==> config.mk <==
export PLATFORM = sky130hd
export DESIGN_NAME = heap_pq
export DESIGN_NICKNAME = d
export VERILOG_FILES = /design/src/rtl/heap_pq.sv
export SDC_FILE = /design/constraint.sdc
export NUM_CORES = 2
export LEC_CHECK = 0
export CAP_MARGIN = 20
export CORE_MARGIN = 2
export CORE_UTILIZATION = 25
export CTS_BUF_LIST = sky130_fd_sc_hd__clkbuf_4 sky130_fd_sc_hd__clkbuf_8
export DETAILED_ROUTE_END_ITERATION = 16
export GPL_TIMING_DRIVEN = 0
export PLACE_DENSITY = 0.38
export REMOVE_ABC_BUFFERS = 1
export SYNTH_ARGS = -nofsm -noshare
export SYNTH_HDL_FRONTEND = slang
export SYNTH_SLANG_ARGS = --single-unit
==> constraint.sdc <==
create_clock -name clk -period 19.8 [get_ports clk]
set_input_delay 3.96 -clock clk [delete_from_list [all_inputs] [get_ports clk]]
set_output_delay 3.96 -clock clk [all_outputs]
set_load 0.05 [all_outputs]
==> src/rtl/heap_pq.sv <==
// rtl/heap_pq.sv - parametrised binary-heap priority queue (min or max)
module heap_pq #(
  parameter int DW = 8,
  parameter int AW = 8,
  parameter int MAXHEAP = 0
) (
  input  logic          clk,
  input  logic          reset,
  input  logic          push,
  input  logic          pop,
  input  logic [DW-1:0] din,
  output logic [DW-1:0] dout,
  output logic [AW-1:0] size,
  output logic          full,
  output logic          empty,
  output logic          busy,
  output logic          done,
  output logic          valid,
  output logic          err
);
  localparam int DEPTH = (1 << AW) - 1;
  localparam logic [AW-1:0] ONE = {{(AW-1){1'b0}}, 1'b1};
  localparam logic [AW:0] ONE_X = {{AW{1'b0}}, 1'b1};

  localparam logic [2:0] S_IDLE    = 3'd0;
  localparam logic [2:0] S_UP_RD   = 3'd1;
  localparam logic [2:0] S_UP_CMP  = 3'd2;
  localparam logic [2:0] S_DN_LAST = 3'd3;
  localparam logic [2:0] S_DN_RDL  = 3'd4;
  localparam logic [2:0] S_DN_RDR  = 3'd5;
  localparam logic [2:0] S_DN_CMP  = 3'd6;
  localparam logic [2:0] S_FIN     = 3'd7;

  logic [2:0]    state;
  logic [AW-1:0] idx;
  logic [DW-1:0] key;
  logic [DW-1:0] par;
  logic [DW-1:0] lc;
  logic [DW-1:0] rc;
  logic          has_r;
  logic [DW-1:0] mem [1:DEPTH];

  logic [AW:0]   l2;
  logic [AW:0]   r2;
  logic [AW:0]   n_ext;
  logic          r_sel;
  logic          key_up;
  logic          c_wins;
  logic [DW-1:0] cval;
  logic [AW-1:0] cidx;
  logic [AW-1:0] rd_addr;
  logic [DW-1:0] rd_val;
  logic [DW-1:0] wd;
  logic          we;

  function automatic logic better(input logic [DW-1:0] a, input logic [DW-1:0] b);
    return (MAXHEAP != 0) ? (a > b) : (a < b);
  endfunction

  // Child indices carry an extra bit so 2i+1 never wraps at the bottom level.
  always_comb begin
    l2     = {idx, 1'b0};
    r2     = l2 + ONE_X;
    n_ext  = {1'b0, size};
    r_sel  = has_r && better(rc, lc);
    cval   = r_sel ? rc : lc;
    cidx   = r_sel ? r2[AW-1:0] : l2[AW-1:0];
    key_up = better(key, par);
    c_wins = better(cval, key);
  end

  always_comb begin
    rd_addr = ONE;
    case (state)
      S_UP_RD:   rd_addr = idx >> 1;
      S_DN_LAST: rd_addr = size + ONE;
      S_DN_RDL:  rd_addr = (l2 <= n_ext) ? l2[AW-1:0] : ONE;
      S_DN_RDR:  rd_addr = (r2 <= n_ext) ? r2[AW-1:0] : ONE;
      default:   rd_addr = ONE;
    endcase
  end

  assign rd_val = mem[rd_addr];

  // The hole at idx is filled either by the moving element or by the key itself.
  always_comb begin
    we = 1'b0;
    wd = key;
    case (state)
      S_UP_RD:  we = (idx == ONE);
      S_UP_CMP: begin
        we = 1'b1;
        if (key_up) wd = par;
      end
      S_DN_RDL: we = (l2 > n_ext);
      S_DN_CMP: begin
        we = 1'b1;
        if (c_wins) wd = cval;
      end
      default:  we = 1'b0;
    endcase
  end

  always_ff @(posedge clk) begin
    if (we) mem[idx] <= wd;
  end

  always_ff @(posedge clk or posedge reset) begin
    if (reset) begin
      state <= S_IDLE;
      size  <= '0;
      dout  <= '0;
      done  <= 1'b0;
      err   <= 1'b0;
      idx   <= '0;
      key   <= '0;
      par   <= '0;
      lc    <= '0;
      rc    <= '0;
      has_r <= 1'b0;
    end else begin
      done <= 1'b0;
      err  <= 1'b0;
      if (state != S_IDLE && (push || pop)) err <= 1'b1;
      case (state)
        S_IDLE: begin
          if (push && pop && !empty) begin
            key   <= din;
            idx   <= ONE;
            state <= S_DN_RDL;
          end else if (push) begin
            if (full) begin
              err <= 1'b1;
            end else begin
              size  <= size + ONE;
              key   <= din;
              idx   <= size + ONE;
              state <= S_UP_RD;
            end
          end else if (pop) begin
            if (empty) begin
              err <= 1'b1;
            end else begin
              size  <= size - ONE;
              state <= S_DN_LAST;
            end
          end
        end
        S_UP_RD: begin
          if (idx == ONE) begin
            state <= S_FIN;
          end else begin
            par   <= rd_val;
            state <= S_UP_CMP;
          end
        end
        S_UP_CMP: begin
          if (key_up) begin
            idx   <= idx >> 1;
            state <= S_UP_RD;
          end else begin
            state <= S_FIN;
          end
        end
        S_DN_LAST: begin
          key   <= rd_val;
          idx   <= ONE;
          state <= (size == '0) ? S_FIN : S_DN_RDL;
        end
        S_DN_RDL: begin
          if (l2 > n_ext) begin
            state <= S_FIN;
          end else begin
            lc    <= rd_val;
            state <= S_DN_RDR;
          end
        end
        S_DN_RDR: begin
          has_r <= (r2 <= n_ext);
          rc    <= rd_val;
          state <= S_DN_CMP;
        end
        S_DN_CMP: begin
          if (c_wins) begin
            idx   <= cidx;
            state <= S_DN_RDL;
          end else begin
            state <= S_FIN;
          end
        end
        S_FIN: begin
          if (size != '0) dout <= rd_val;
          done  <= 1'b1;
          state <= S_IDLE;
        end
        default: state <= S_IDLE;
      endcase
    end
  end

  assign busy  = (state != S_IDLE);
  assign full  = (size == {AW{1'b1}});
  assign empty = (size == '0);
  assign valid = ~empty & ~busy;

endmodule

==> flow_metrics.env <==
export IMPL_outcome="complete, no violations"
export IMPL_post_route_util_pct=30.21
export IMPL_fmax_mhz=125.0
export IMPL_dp_hpwl_um=221900
export IMPL_finalCritPeriodShare_pct=40.40
export IMPL_drv_cap=0
export IMPL_cts_clk_slew_worst_paths_ns=0.06
export IMPL_start_util_pct=25.17
export IMPL_ys_flop_type="edfxtp_1"
export IMPL_holdPathStages=2
export IMPL_synth_seq_cells=2102
export IMPL_post_route_min_period_ns=8.000
export IMPL_clock_root_buffer="clkbuf_8"
export IMPL_viasPerCell=4.902
export IMPL_cp_required_ns=20.71
export IMPL_htree_num_levels=5
export IMPL_tritoncts="done"
export IMPL_synth_area_per_cell_um2=13.93
export IMPL_ys_warn_count=0
export IMPL_intPower_mw=11.59
export IMPL_seqPwrFrac_pct=32.2
export IMPL_drc_errors=0
export IMPL_io_buffer_count=33
export IMPL_dpl_instance_area_um2=95800
export IMPL_fin_skew_ns=0.05601
export IMPL_crit_chain="nor2b_1 -> nand2_1 -> nand2_2 -> buf_12 -> nand2_4 -> buf_16 -> buf_16 -> buf_16 -> nor2_4 -> buf_12 -> a31oi_1 -> nand4_1 -> nand4_1 -> o31ai_1 -> nand2_1 -> mux2_2"
export IMPL_rsz0062_at_grt="no"
export IMPL_worstPathMaxFanout=54
export IMPL_fin_nets=6455
export IMPL_clockBufferDepth=4
export IMPL_p_leak_nw=33.51
export IMPL_p_switching_mw=9.103
export IMPL_hold_path_class="reg2reg"
export IMPL_postCtsHoldBufs=0
export IMPL_post_cts_buffers=0
export IMPL_clkSinkCount=2102
export IMPL_setup_worst_path_end_class="flop"
export IMPL_antenna_found_initial=32
export IMPL_max_stage_delay_ns=1.03
export IMPL_multiInputGateArea_um2=21390
export IMPL_startpoint_type="flop"
export IMPL_hold_viol=0
export IMPL_fp_dieH_um=589.3
export IMPL_crit_top_cell="buf_16"
export IMPL_overflow=0
export IMPL_async_flop_share_pct=2.950
export IMPL_regArea_um2=62810
export IMPL_synth_seq_area_share_pct=73.34
export IMPL_cts_resized=0
export IMPL_setup_viol=0
export IMPL_worst_pin_slew_ns=1.248
export IMPL_syn_inst=6150
export IMPL_num_vias=55110
export IMPL_place_congestion=0.7932
export IMPL_switching_share_pct=44.00
export IMPL_worst_r2r_cell_count=16
export IMPL_cts_buffers=368
export IMPL_relSlewSlack_pct=16.78
export IMPL_ios=34
export IMPL_area_growth_pct=20.03
export IMPL_rows=214
export IMPL_drive_above_1_share_pct=15.25
export IMPL_grt_max_degree=74
export IMPL_dr_pass1_iters=9
export IMPL_powerDensity_nw_per_um2=201.3
export IMPL_fillers=34010
export IMPL_postRouteAntennaNets=0
export IMPL_critPathKind="reg2reg"
export IMPL_pwr_share_comb_pct=48.9
export IMPL_critPathArrivalTime_ns=8.91
export IMPL_clkPwrFrac_pct=18.9
export IMPL_synth_edff_count=2040
export IMPL_power_total_mw=20.69
export IMPL_drt_wl_total_um=331700
export IMPL_drt_iter0_drc=5354
export IMPL_grt_pass1_vias=53720
export IMPL_wl_per_cell_um=29.51
export IMPL_grt_total_usage_pct=18.68
export IMPL_fin_area_um2=102800
export IMPL_die_area_um2=347300
export IMPL_slowest_stage="o31ai_1"
export IMPL_syn_area_um2=85640
export IMPL_drv_slew=0
export IMPL_coreArea_um2=340300
export IMPL_grt_pass1_wl_um=455500
export IMPL_synth_distinct_cells=90
export IMPL_insertion_delay_ns=1.03
export IMPL_die_w_um=589.3
export IMPL_ir_drop_v=0.0001464
[sequential cells by signal, indices dropped and copies added (netlist names)]
signal / cells
lc: 8
mem: 2040
key: 8
err: 1
idx: 8
done: 1
has_r: 1
size: 8
state: 3
rc: 8
par: 8
dout: 8
[routing by layer]
layer | global-route usage (%) | vias to the layer above | part of all wire, %
li1 | - | 23910 | -
met1 | 26.23 | 28810 | 45
met2 | 29.09 | 1914 | 45
met3 | 3.014 | 473 | 6.0
met4 | 6.675 | 4 | 3.5
met5 | 0 | - | 0.0081
[cells in the mapped netlist, drive strengths merged, types with 6 or more instances]
master   instances  area, µm²
a221oi          20      175.2
nor2           337       1267
a22oi           34      255.2
o221ai           8      70.07
o21ai          114      578.1
nand4           66      412.9
a211o           13      113.9
a222oi           7      70.07
clkbuf         124      465.5
a32oi           26      227.7
xnor2            9      78.83
o22a             7      61.31
a221o           15      150.1
nand3          458       2297
o211ai          32      240.2
nand2b           8      50.05
nor3            58      310.3
edfxtp        2040      61260
nand2         1255       4711
a31oi          113      728.2
a211oi          59      442.9
o41ai            6      52.55
inv             43      161.4
a2111oi         15      131.4
dfrtp           62       1551
or3              9      56.30
a21o            13      97.59
buf            275       1441
o21a             6      45.04
nor4            27      196.4
nor2b            9      56.30
and2            17      106.4
and3            97      606.8
mux4            69       1554
o311ai          14      122.6
a311oi          23      201.4
mux2            32      360.4
o32ai            8      70.07
ha              31      387.9
a31o             7      61.31
o22ai           43      269.0
o31ai           11      87.58
mux2i          233       2332
a21oi          236       1181
[area by class of cell]
| cell class | instances | share of cell area (%) |
|---|---|---|
| Sequential cell | 2102 | 61.10 |
| Multi-Input combinational cell | 3605 | 20.80 |
| Clock buffer | 509 | 6.066 |
| Timing Repair Buffer | 291 | 5.629 |
| Tap cell | 4536 | 5.521 |
| Clock inverter | 144 | 0.6841 |
| Inverter | 44 | 0.1631 |
| Antenna cell | 12 | 0.02921 |
[path summary, 6_finish.rpt]
| path | start | to | slack (ns) |
|---|---|---|---|
| max reg2reg | state[2] | lc[7] | 11.80 |
| min | dout[2] | dout[2] | 0.48 |
| min reg2reg | dout[2] | dout[2] | 0.48 |
| max | state[2] | lc[7] | 11.80 |
| min in group asynchronous | reset | key[3] | 3.22 |
| max in group asynchronous | reset | par[3] | 16.02 |
[per-stage QoR]
stage          std cells  hold slack [ns]  setup slack [ns]  TNS, ns
2_1_floorplan       5751           0.4509            -3.707   -89.86
3_3_place_gp       10320           0.4634            -41.31        -
3_5_place_dp       10570           0.4766             11.97        0
4_1_cts            11230           0.4912             11.91        0
5_1_grt            11230           0.5124             11.75        0
6_report           11240           0.4827             11.80        0
[cells in the final DEF, fill, tap and decap left out, types with 36 or more instances in the layout]
master    synthesis  layout
edfxtp_1       2040    2040
nand2_1        1255    1241
nand3_1         457     445
clkbuf_8          0     386
nor2_1          336     326
mux2i_1         233     233
a21oi_1         236     229
clkbuf_4          0     123
a31oi_1         111     111
buf_12            0     109
buf_16            0     101
and3_1           97      95
clkinv_1          1      93
o21ai_0         102      93
mux4_2           69      69
nand4_1          66      66
dfrtp_1          62      62
a211oi_1         59      54
nor3_1           54      50
o22ai_1          43      43
inv_1            43      42
clkinv_2          0      36
[power by group through the flow]
| stage | registers [mW] | clock network [mW] | logic (mW) |
|---|---|---|---|
| final | 6.67 | 3.91 | 10.1 |
| after global routing | 6.68 | 4.18 | 10.6 |
| after CTS | 6.66 | 4.01 | 10.1 |
| after detailed placement | 6.76 | 0 | 10.1 |
| after global placement | 7.80 | 0 | 9.24 |
| after floorplan | 7.85 | 0 | 5.27 |
[cell families after synthesis]
kind of cell | share of synthesized area, %
AO/OA/AOI/OAI | 6.735
buffers and inverters | 2.419
flip-flops | 73.34
adder cells (fa/ha/maj) | 0.4529
XOR/XNOR | 0.1023
AND/OR/NAND/NOR | 11.99
multiplexers | 4.958
[critical path, delay by kind of cell, from the launching register on]
family	cells	cell delay, ns
flip-flops	1	0.87
buffers and inverters	5	1.47
AO/OA/AOI/OAI	2	1.14
multiplexers	1	0.39
AND/OR/NAND/NOR	8	3.81
Note: power is estimated with default switching activity, not from simulation.
